===== config.mk =====
export PLATFORM = sky130hd
export DESIGN_NAME = updown_counter_mod_311_flat
export DESIGN_NICKNAME = d
export VERILOG_FILES = /design/src/rtl/counter_pkg_311.sv /design/src/rtl/updown_counter_mod_311_if.sv /design/src/rtl/count_step_311.sv /design/src/rtl/updown_counter_mod_311.sv /design/src/flat_wrapper.sv
export SDC_FILE = /design/constraint.sdc
export NUM_CORES = 1
export LEC_CHECK = 0
export BUFFER_PORTS_ARGS = -buffer_cell sky130_fd_sc_hd__buf_2
export CAP_MARGIN = 10
export CORE_MARGIN = 10
export CORE_UTILIZATION = 51
export DETAILED_ROUTE_END_ITERATION = 12
export HOLD_SLACK_MARGIN = 0.12
export PLACE_DENSITY = 0.84
export SYNTH_ARGS = -nofsm -noshare
export SYNTH_HDL_FRONTEND = slang
export SYNTH_SLANG_ARGS = --single-unit
export TNS_END_PERCENT = 30

===== constraint.sdc =====
create_clock -name clk_311 -period 2.3 [get_ports clk_311]
set_input_delay 0.23 -clock clk_311 [delete_from_list [all_inputs] [get_ports clk_311]]
set_output_delay 0.23 -clock clk_311 [all_outputs]
set_load 0.005 [all_outputs]

===== src/rtl/counter_pkg_311.sv =====
// Shared encodings for the modulo up/down counter: FSM states, mode and direction constants.
package counter_pkg_311;

    typedef enum logic {
        ST_RUN_311  = 1'b0,
        ST_HALT_311 = 1'b1
    } state_311_e;

    localparam logic MODE_WRAP_311    = 1'b0;
    localparam logic MODE_ONESHOT_311 = 1'b1;

    localparam logic DIR_DOWN_311 = 1'b0;
    localparam logic DIR_UP_311   = 1'b1;

endpackage


===== src/rtl/updown_counter_mod_311_if.sv =====
// Control/status bundle of the modulo up/down counter; the counter is the slave side.
interface updown_counter_mod_311_if #(
    parameter int unsigned WIDTH = 8
);
    logic             en_311;
    logic             up_dn_311;
    logic             mode_311;
    logic             load_311;
    logic [WIDTH-1:0] load_val_311;
    logic [WIDTH-1:0] count_311;
    logic             tc_311;
    logic             done_311;

    modport master (
        output en_311, up_dn_311, mode_311, load_311, load_val_311,
        input  count_311, tc_311, done_311
    );

    modport slave (
        input  en_311, up_dn_311, mode_311, load_311, load_val_311,
        output count_311, tc_311, done_311
    );
endinterface


===== src/rtl/count_step_311.sv =====
// One-step successor of the count in the selected direction, wrapping at 0 / MAX_VAL, plus the
// terminal flag that says this step would cross the range boundary.
module count_step_311
    import counter_pkg_311::*;
#(
    parameter int unsigned WIDTH   = 8,
    parameter int unsigned MAX_VAL = (1 << WIDTH) - 1
) (
    input  logic [WIDTH-1:0] count,
    input  logic             up_dn,
    output logic [WIDTH-1:0] next_count,
    output logic             terminal
);
    localparam logic [WIDTH-1:0] MAX_C = WIDTH'(MAX_VAL);

    always_comb begin
        terminal   = (up_dn == DIR_UP_311) ? (count == MAX_C) : (count == '0);
        next_count = count;
        if (terminal) begin
            next_count = (up_dn == DIR_UP_311) ? '0 : MAX_C;
        end else if (up_dn == DIR_UP_311) begin
            next_count = count + 1'b1;
        end else begin
            next_count = count - 1'b1;
        end
    end
endmodule


===== src/rtl/updown_counter_mod_311.sv =====
// Modulo up/down counter with clamped synchronous load, wrap or one-shot mode, a one-cycle
// terminal-count pulse and a done flag held while halted. All state changes on negedge clk_311.
module updown_counter_mod_311
    import counter_pkg_311::*;
#(
    parameter int unsigned WIDTH    = 8,
    parameter int unsigned MAX_VAL  = (1 << WIDTH) - 1,
    parameter int unsigned INIT_VAL = MAX_VAL
) (
    input  logic                     clk_311,
    input  logic                     reset_311,
    updown_counter_mod_311_if.slave  bus
);
    localparam logic [WIDTH-1:0] MAX_C  = WIDTH'(MAX_VAL);
    localparam logic [WIDTH-1:0] INIT_C = WIDTH'(INIT_VAL);

    logic [WIDTH-1:0] count_q;
    logic             tc_q;
    state_311_e       state_q;

    logic [WIDTH-1:0] next_count;
    logic             terminal;
    logic [WIDTH-1:0] load_clamped;

    count_step_311 #(
        .WIDTH   (WIDTH),
        .MAX_VAL (MAX_VAL)
    ) u_step (
        .count      (count_q),
        .up_dn      (bus.up_dn_311),
        .next_count (next_count),
        .terminal   (terminal)
    );

    assign load_clamped = (bus.load_val_311 > MAX_C) ? MAX_C : bus.load_val_311;

    always_ff @(negedge clk_311) begin
        if (reset_311) begin
            count_q <= INIT_C;
            tc_q    <= 1'b0;
            state_q <= ST_RUN_311;
        end else if (bus.load_311) begin
            count_q <= load_clamped;
            tc_q    <= 1'b0;
            state_q <= ST_RUN_311;
        end else if (state_q == ST_HALT_311) begin
            tc_q <= 1'b0;
        end else if (bus.en_311) begin
            tc_q <= terminal;
            // One-shot parks on the terminal value instead of wrapping.
            if (terminal && bus.mode_311 == MODE_ONESHOT_311) begin
                state_q <= ST_HALT_311;
            end else begin
                count_q <= next_count;
            end
        end else begin
            tc_q <= 1'b0;
        end
    end

    assign bus.count_311 = count_q;
    assign bus.tc_311    = tc_q;
    assign bus.done_311  = (state_q == ST_HALT_311);
endmodule


===== src/flat_wrapper.sv =====
// flat-port wrapper written by rule: the top's interface ports become plain ports
module updown_counter_mod_311_flat import counter_pkg_311::*;
#(
    parameter int unsigned WIDTH    = 8,
    parameter int unsigned MAX_VAL  = (1 << WIDTH) - 1,
    parameter int unsigned INIT_VAL = MAX_VAL
)
  (clk_311, reset_311, bus_en_311, bus_up_dn_311, bus_mode_311, bus_load_311, bus_load_val_311, bus_count_311, bus_tc_311, bus_done_311);
  updown_counter_mod_311_if #(.WIDTH(WIDTH)) bus_i ();
  input  logic clk_311;
  input  logic reset_311;
  input wire logic [$bits(bus_i.en_311)-1:0] bus_en_311;
  input wire logic [$bits(bus_i.up_dn_311)-1:0] bus_up_dn_311;
  input wire logic [$bits(bus_i.mode_311)-1:0] bus_mode_311;
  input wire logic [$bits(bus_i.load_311)-1:0] bus_load_311;
  input wire logic [$bits(bus_i.load_val_311)-1:0] bus_load_val_311;
  output wire logic [$bits(bus_i.count_311)-1:0] bus_count_311;
  output wire logic [$bits(bus_i.tc_311)-1:0] bus_tc_311;
  output wire logic [$bits(bus_i.done_311)-1:0] bus_done_311;
  assign bus_i.en_311 = bus_en_311;
  assign bus_i.up_dn_311 = bus_up_dn_311;
  assign bus_i.mode_311 = bus_mode_311;
  assign bus_i.load_311 = bus_load_311;
  assign bus_i.load_val_311 = bus_load_val_311;
  assign bus_count_311 = bus_i.count_311;
  assign bus_tc_311 = bus_i.tc_311;
  assign bus_done_311 = bus_i.done_311;
  updown_counter_mod_311 #(.WIDTH(WIDTH), .MAX_VAL(MAX_VAL), .INIT_VAL(INIT_VAL)) u_core (.clk_311(clk_311), .reset_311(reset_311), .bus(bus_i));
endmodule

==> results of run 1 <==
## metal layers
metal	part of all wire [%]	vias up	track usage, %
li1	-	545	-
met1	34	601	20.9
met2	45	127	32.5
met3	13	37	6.91
met4	8.6	0	10.8
met5	0	-	0
## power groups by stage
| stage | sequential [uW] | combinational [uW] | clock (uW) |
|---|---|---|---|
| final | 226 | 453 | 230 |
| after floorplan | 219 | 193 | 29.4 |
| after CTS | 222 | 377 | 208 |
| after detailed placement | 220 | 330 | 29.4 |
| after global routing | 227 | 477 | 251 |
| after global placement | 219 | 319 | 29.4 |
## kinds of logic after synthesis
group                      Yosys count  share of synthesized area (%)
AOI/OAI and AO/OA                   42                           32.0
xor gates and xnor gates             3                           2.94
adders and majority gates            7                           10.6
buffers and inverters                7                           4.20
DFF                                 10                           22.4
and+or+nand+nor                     40                           27.8
## worst reg2reg max path: cells and delay by family (launching register included)
family | cells | cell delay [ns]
AOI/OAI and AO/OA | 3 | 0.49
and+or+nand+nor | 2 | 0.90
buffers and inverters | 1 | 0.15
DFF | 1 | 0.37
## cell type report
class	count	area (um2)
clock buffer	3	22.5
inverter	3	15.0
clock inverter	11	42.5
fill	83	235
multi-input combinational	92	790
tap	17	21.3
timing repair buffer	49	353
sequential	10	210
## state kept, by name, summed over array words and instances (netlist names)
signal                count
u_core.bus.tc_311         1
u_core.bus.count_311      8
u_core.bus.done_311       1
## worst paths after layout
kind                            slack [ns]                      end                     from  depth (start not counted)
worst max register to register        0.29  u_core.bus.count_311[2]  u_core.bus.count_311[1]                          6
worst max-delay path                 -0.40  u_core.bus.count_311[7]            bus_up_dn_311                         11
worst min-delay path                  0.56  u_core.bus.count_311[5]  u_core.bus.count_311[5]                          2
worst min register to register        0.56  u_core.bus.count_311[5]  u_core.bus.count_311[5]                          2
## per-stage QoR
step           cells  setup TNS, ns  hold slack, ns  cell area, um2  total power (uW)
2_1_floorplan    109          -2.76           0.522             923               442
3_3_place_gp     168          -5.43           0.522            1210               567
3_5_place_dp     168          -5.93           0.542            1210               579
4_1_cts          183          -1.86           0.548            1370               806
5_1_grt          185          -2.74           0.583            1450               954
6_report         185          -2.34           0.559            1450               909
## synthesized netlist by cell type
cell / instances / area share, %
a21o_1: 3 / 2.5
and3_1: 1 / 0.70
dfxtp_1: 10 / 22
nand4_1: 2 / 1.4
o211ai_1: 1 / 0.84
a221o_2: 1 / 1.3
xnor2_1: 1 / 0.98
nor4_4: 1 / 2.4
nor3b_1: 1 / 0.84
nor4b_1: 1 / 0.98
buf_6: 1 / 1.3
or2_1: 1 / 0.70
nand2b_1: 5 / 3.5
nor2b_1: 2 / 1.4
clkbuf_1: 1 / 0.42
or4_4: 1 / 1.3
o21a_1: 1 / 0.84
a31oi_1: 2 / 1.4
o21ai_0: 1 / 0.56
a21oi_1: 17 / 9.5
buf_4: 1 / 0.84
a22oi_1: 1 / 0.84
a211o_1: 1 / 0.98
nand2_1: 2 / 0.84
nand3_1: 3 / 1.7
and3b_1: 1 / 0.98
ha_1: 6 / 8.4
xor2_1: 2 / 2.0
nor4_1: 2 / 1.4
fa_1: 1 / 2.2
or3_1: 2 / 1.4
nor2_1: 9 / 3.8
a2111oi_0: 2 / 2.0
inv_1: 4 / 1.7
nor3_1: 3 / 1.7
a2bb2oi_1: 1 / 0.98
a211oi_1: 5 / 4.2
nand4b_1: 3 / 2.9
o31ai_2: 2 / 2.8
o31ai_1: 4 / 3.4
## what timing repair did
action,4_1_cts,5_1_grt
gates resized for setup,18,13
endpoints found under the setup margin,13,13
buffers inserted,2,2
pin swaps,12,8
==> flow_metrics.env, run 1 <==
export IMPL_die_height_um=61.9
export IMPL_fin_worst_skew_ns=0.0227
export IMPL_pwr_share_seq_pct=24.9
export IMPL_diodes=0
export IMPL_fp_dieW_um=61.9
export IMPL_fin_ws_ns=-0.395
export IMPL_p_switching_uw=405
export IMPL_violations="negative setup slack"
export IMPL_synthCells=109
export IMPL_drt_total_wl_um=4410
export IMPL_peakVddDrop_uv=487
export IMPL_num_io_pins=24
export IMPL_pwr_share_clk_pct=25.3
export IMPL_combPwrFrac_pct=49.9
export IMPL_status="complete, but fails checks"
export IMPL_cts_max_level=1
export IMPL_root_buffer="clkbuf_4"
export IMPL_initial_core_util_pct=53.0
export IMPL_cp_arrival_ns=1.76
export IMPL_crit_slowest_cell="ha_4"
export IMPL_final_cell_mix="buf_2 (22), buf_4 (22), inv_1 (12), a21oi_1 (12), nor2_1 (9)"
export IMPL_critPathMaxFanout=6
export IMPL_grt_pass1_wl_um=5460
export IMPL_syn_nets=130
export IMPL_path_clk_slew_ns=0.04
export IMPL_drv_slew=0
export IMPL_hpwl_um=2310
export IMPL_ys_types=40
export IMPL_maxSlewHeadroom_pct=69.8
export IMPL_path_class="input pin to flip-flop"
export IMPL_hp_class="flip-flop to flip-flop"
export IMPL_synthToLayoutAreaGrowth_pct=62.5
export IMPL_overflow=0
export IMPL_grt_max_degree=13
export IMPL_end_kind="flip-flop"
export IMPL_cts_made_buffers=3
export IMPL_p_leak_uw=0.000631
export IMPL_drt_pass1_iterations=5
export IMPL_wl_per_cell_um=23.8
export IMPL_synth_seq_cells=10
export IMPL_clock_latency_ns=0.36
export IMPL_tightestPinTransition_ns=0.447
export IMPL_cts_sinks=10
export IMPL_cp_start_kind="input pin"
export IMPL_cts_hold_buffers=0
export IMPL_routabilityCongestion=0.926
export IMPL_hold_viol=0
export IMPL_cap_violations=0
export IMPL_cts_tree="built"
export IMPL_grt_setup_unrepaired="true"
export IMPL_worstPathBufferInverterCount=5
export IMPL_fin_util_pct=86.1
export IMPL_finalSetupViolations=10
export IMPL_fin_nets=190
export IMPL_crit_required_ns=1.36
export IMPL_path_delay_family="buffers and inverters"
export IMPL_switching_share_pct=44.6
export IMPL_grt_antenna_before_repair=0
export IMPL_place_ws_ns=-0.837
export IMPL_netlist_area_um2=895
export IMPL_grt_usage_pct=19.5
export IMPL_drtAntennaViolNets=0
export IMPL_core_um2=1690
export IMPL_rows=15
export IMPL_grt_pass1_vias=1169
export IMPL_syn_avg_cell_area_um2=8.21
export IMPL_path_cells="buf_8, clkinvlp_4, buf_12, buf_6, ha_4, buf_4, and3_1, nand3_1, a21oi_1, nand4b_1, a22oi_1"
export IMPL_num_vias=1310
export IMPL_dieArea_um2=3830
export IMPL_clockBufferDepth=2
export IMPL_drt_iter0_markers=112
export IMPL_yosysWarnings=0
export IMPL_power_internal_uw=504
export IMPL_drc_errors=0
export IMPL_max_stage_delay_ns=0.28
export IMPL_power_density_nw_per_um2=625
export IMPL_drive_gt1_share_pct=50.0
export IMPL_io_buffers=23
export IMPL_via_per_inst=7.08
export IMPL_ys_seq_area_share_pct=22.4
Power figures use the tool's default switching activity.
==> inputs of run 2 (changes only) <==
--- a/config.mk
+++ b/config.mk
@@ -7,11 +7,14 @@
 export LEC_CHECK = 0
 export BUFFER_PORTS_ARGS = -buffer_cell sky130_fd_sc_hd__buf_2
 export CAP_MARGIN = 10
+export CELL_PAD_IN_SITES_DETAIL_PLACEMENT = 2
+export CELL_PAD_IN_SITES_GLOBAL_PLACEMENT = 2
 export CORE_MARGIN = 10
-export CORE_UTILIZATION = 51
+export CORE_UTILIZATION = 29
 export DETAILED_ROUTE_END_ITERATION = 12
 export HOLD_SLACK_MARGIN = 0.12
-export PLACE_DENSITY = 0.84
+export PLACE_DENSITY = 0.83
+export SKIP_LAST_GASP = 1
 export SYNTH_ARGS = -nofsm -noshare
 export SYNTH_HDL_FRONTEND = slang
 export SYNTH_SLANG_ARGS = --single-unit
==> run 2 against run 1 <==
  * Register-to-register slack got worse by 0.20 ns
  * Hold slack improved by 0.048 ns
  * First-iteration DRC count decreased by 31%
  * Design area increased by 5.1%
  * Combinational power increased by 8.6%
  * Non-clock buffer count increased by 7
  * The flow still finishes with violations (negative setup slack)
==> flow_metrics.env, run 2 (synthesis gave the netlist of run 1 again) <==
export IMPL_drc_errors=0
export IMPL_grt_max_degree=13
export IMPL_max_stage_delay_ns=0.34
export IMPL_cts_sinks=10
export IMPL_hpwl_um=3170
export IMPL_num_vias=1244
export IMPL_n_fill_cell=341
export IMPL_fin_worst_skew_ns=0.0277
export IMPL_core_um2=3000
export IMPL_final_cell_mix="buf_4 (26), buf_2 (22), a21oi_1 (13)"
export IMPL_num_io_pins=24
export IMPL_rr_worst_depth=5
export IMPL_wl_per_cell_um=26.2
export IMPL_endpoint="u_core.bus.count_311[5]"
export IMPL_grt_pass1_wl_um=8010
export IMPL_critPathMaxFanout=5
export IMPL_grt_setup_unrepaired="true"
export IMPL_hp_class="flip-flop to flip-flop"
export IMPL_clockBufferDepth=2
export IMPL_whs_ns=0.607
export IMPL_fp_dieW_um=75.5
export IMPL_cap_violations=0
export IMPL_combPwrFrac_pct=51.2
export IMPL_crit_required_ns=1.44
export IMPL_drt_total_wl_um=5460
export IMPL_fin_nets=197
export IMPL_path_delay_family="compound AO/OA/AOI/OAI gates"
export IMPL_p_leak_uw=0.000658
export IMPL_cp_arrival_ns=1.96
export IMPL_rows=20
export IMPL_final_cell_area_um2=1530
export IMPL_worstReg2RegStart="u_core.bus.count_311[1]"
export IMPL_final_common_cell="buf_4"
export IMPL_tightestPinTransition_ns=0.392
export IMPL_grt_usage_pct=19.0
export IMPL_r2r_end="u_core.bus.count_311[7]"
export IMPL_cp_depth=9
export IMPL_die_height_um=75.5
export IMPL_p_switching_uw=438
export IMPL_dieArea_um2=5710
export IMPL_crit_slowest_cell="a211o_1"
export IMPL_worstPathBufferInverterCount=3
export IMPL_path_cells="buf_8, clkinvlp_4, buf_6, ha_4, a211o_1, a2111oi_2, nand4b_1, a21oi_2, o31ai_2"
export IMPL_dp_cells=185
export IMPL_initial_core_util_pct=29.8
export IMPL_end_kind="flip-flop"
export IMPL_switching_share_pct=45.5
export IMPL_diodes=0
export IMPL_drt_iter0_markers=77
export IMPL_largest_reg_flops=8
export IMPL_fin_util_pct=50.9
export IMPL_finalSetupViolations=16
export IMPL_cts_hold_buffers=0
export IMPL_pwr_share_seq_pct=23.7
export IMPL_pwr_share_clk_pct=25.1
export IMPL_power_internal_uw=523
export IMPL_cp_start_kind="input pin"
export IMPL_drt_pass1_iterations=4
export IMPL_peakVddDrop_uv=252
export IMPL_cts_max_level=1
export IMPL_path_class="input pin to flip-flop"
export IMPL_status="complete, but fails checks"
export IMPL_io_buffers=23
export IMPL_via_per_inst=5.98
export IMPL_root_buffer="clkbuf_4"
export IMPL_routabilityCongestion=0.830
export IMPL_power_density_nw_per_um2=629
export IMPL_hold_viol=0
export IMPL_place_ws_ns=-0.879
export IMPL_drive_gt1_share_pct=49.1
export IMPL_dpl_cell_area_um2=1240
export IMPL_synthToLayoutAreaGrowth_pct=70.8
export IMPL_clock_latency_ns=0.38
export IMPL_maxSlewHeadroom_pct=73.2
export IMPL_r2r_setup_slack_ns=0.09
export IMPL_drv_slew=0
export IMPL_fin_ws_ns=-0.516
export IMPL_overflow=0
export IMPL_violations="negative setup slack"
export IMPL_cts_tree="built"
export IMPL_drtAntennaViolNets=0
export IMPL_path_clk_slew_ns=0.05
export IMPL_cts_made_buffers=3
export IMPL_cp_startpoint="bus_up_dn_311"
export IMPL_grt_antenna_before_repair=0
export IMPL_grt_pass1_vias=1444
export IMPL_stdcell_count=208
run 2: cell count changes in the layout (fill, tap and decap cells not counted), sizes merged:
cell,change
inv,-1
buf,+7
clkinvlp,+1
run 2: worst min path at each step:
| stage | from | to | slack (ns) | cells past startpoint |
|---|---|---|---|---|
| 6_report | u_core.bus.done_311 | u_core.bus.done_311 | 0.61 | 2 |
| 5_1_grt | u_core.bus.done_311 | u_core.bus.done_311 | 0.64 | 2 |
| 4_1_cts | u_core.bus.done_311 | u_core.bus.done_311 | 0.58 | 2 |
| 3_5_place_dp | u_core.bus.done_311 | u_core.bus.done_311 | 0.56 | 2 |
| 3_3_place_gp | u_core.bus.done_311 | u_core.bus.done_311 | 0.53 | 2 |
| 2_1_floorplan | u_core.bus.done_311 | u_core.bus.done_311 | 0.52 | 2 |
run 2: final cells by class:
class / count / area [um2] / share of cell area (%)
Clock buffer: 3 / 22.5 / 1.47
Inverter: 3 / 18.8 / 1.23
Tap cell: 33 / 41.3 / 2.70
Sequential cell: 10 / 200 / 13.1
Clock inverter: 11 / 42.5 / 2.78
Timing Repair Buffer: 56 / 408 / 26.7
Multi-Input combinational cell: 92 / 795 / 52.0
run 2: per-layer routing:
metal  GRT usage (%)  vias up  routed length, um
met5               0        -                  0
met4            6.80        0                184
met3            5.21       15                197
met2            32.0       34               2610
met1            22.5      635               2460
li1                -      560                  -
run 2: what timing repair did:
action	in CTS	in global routing
gates resized for setup	24	7
endpoints found under the setup margin	15	17
hold endpoints to repair	0	0
pin swaps	14	12
cloned	0	0
setup buffers	6	4
run 2: per-stage QoR:
| step | power, uW | setup TNS (ns) |
|---|---|---|
| after floorplan | 442 | -2.76 |
| after global placement | 575 | -5.66 |
| after detailed placement | 607 | -6.52 |
| after CTS | 865 | -3.08 |
| after global routing | 1030 | -4.83 |
| final | 961 | -3.63 |
run 2: power by group through the flow:
stage          combinational [uW]  sequential [uW]  clock [uW]
2_1_floorplan                 193              219        29.4
3_3_place_gp                  324              221        29.4
3_5_place_dp                  353              225        29.4
4_1_cts                       419              227         220
5_1_grt                       527              231         271
6_report                      492              228         241
run 2: tightest hold or removal path: stages, from the launching register on:
cell and delay (ns):
dfxtp_1 0.33, a31oi_1 0.17, nor3_1 0.06
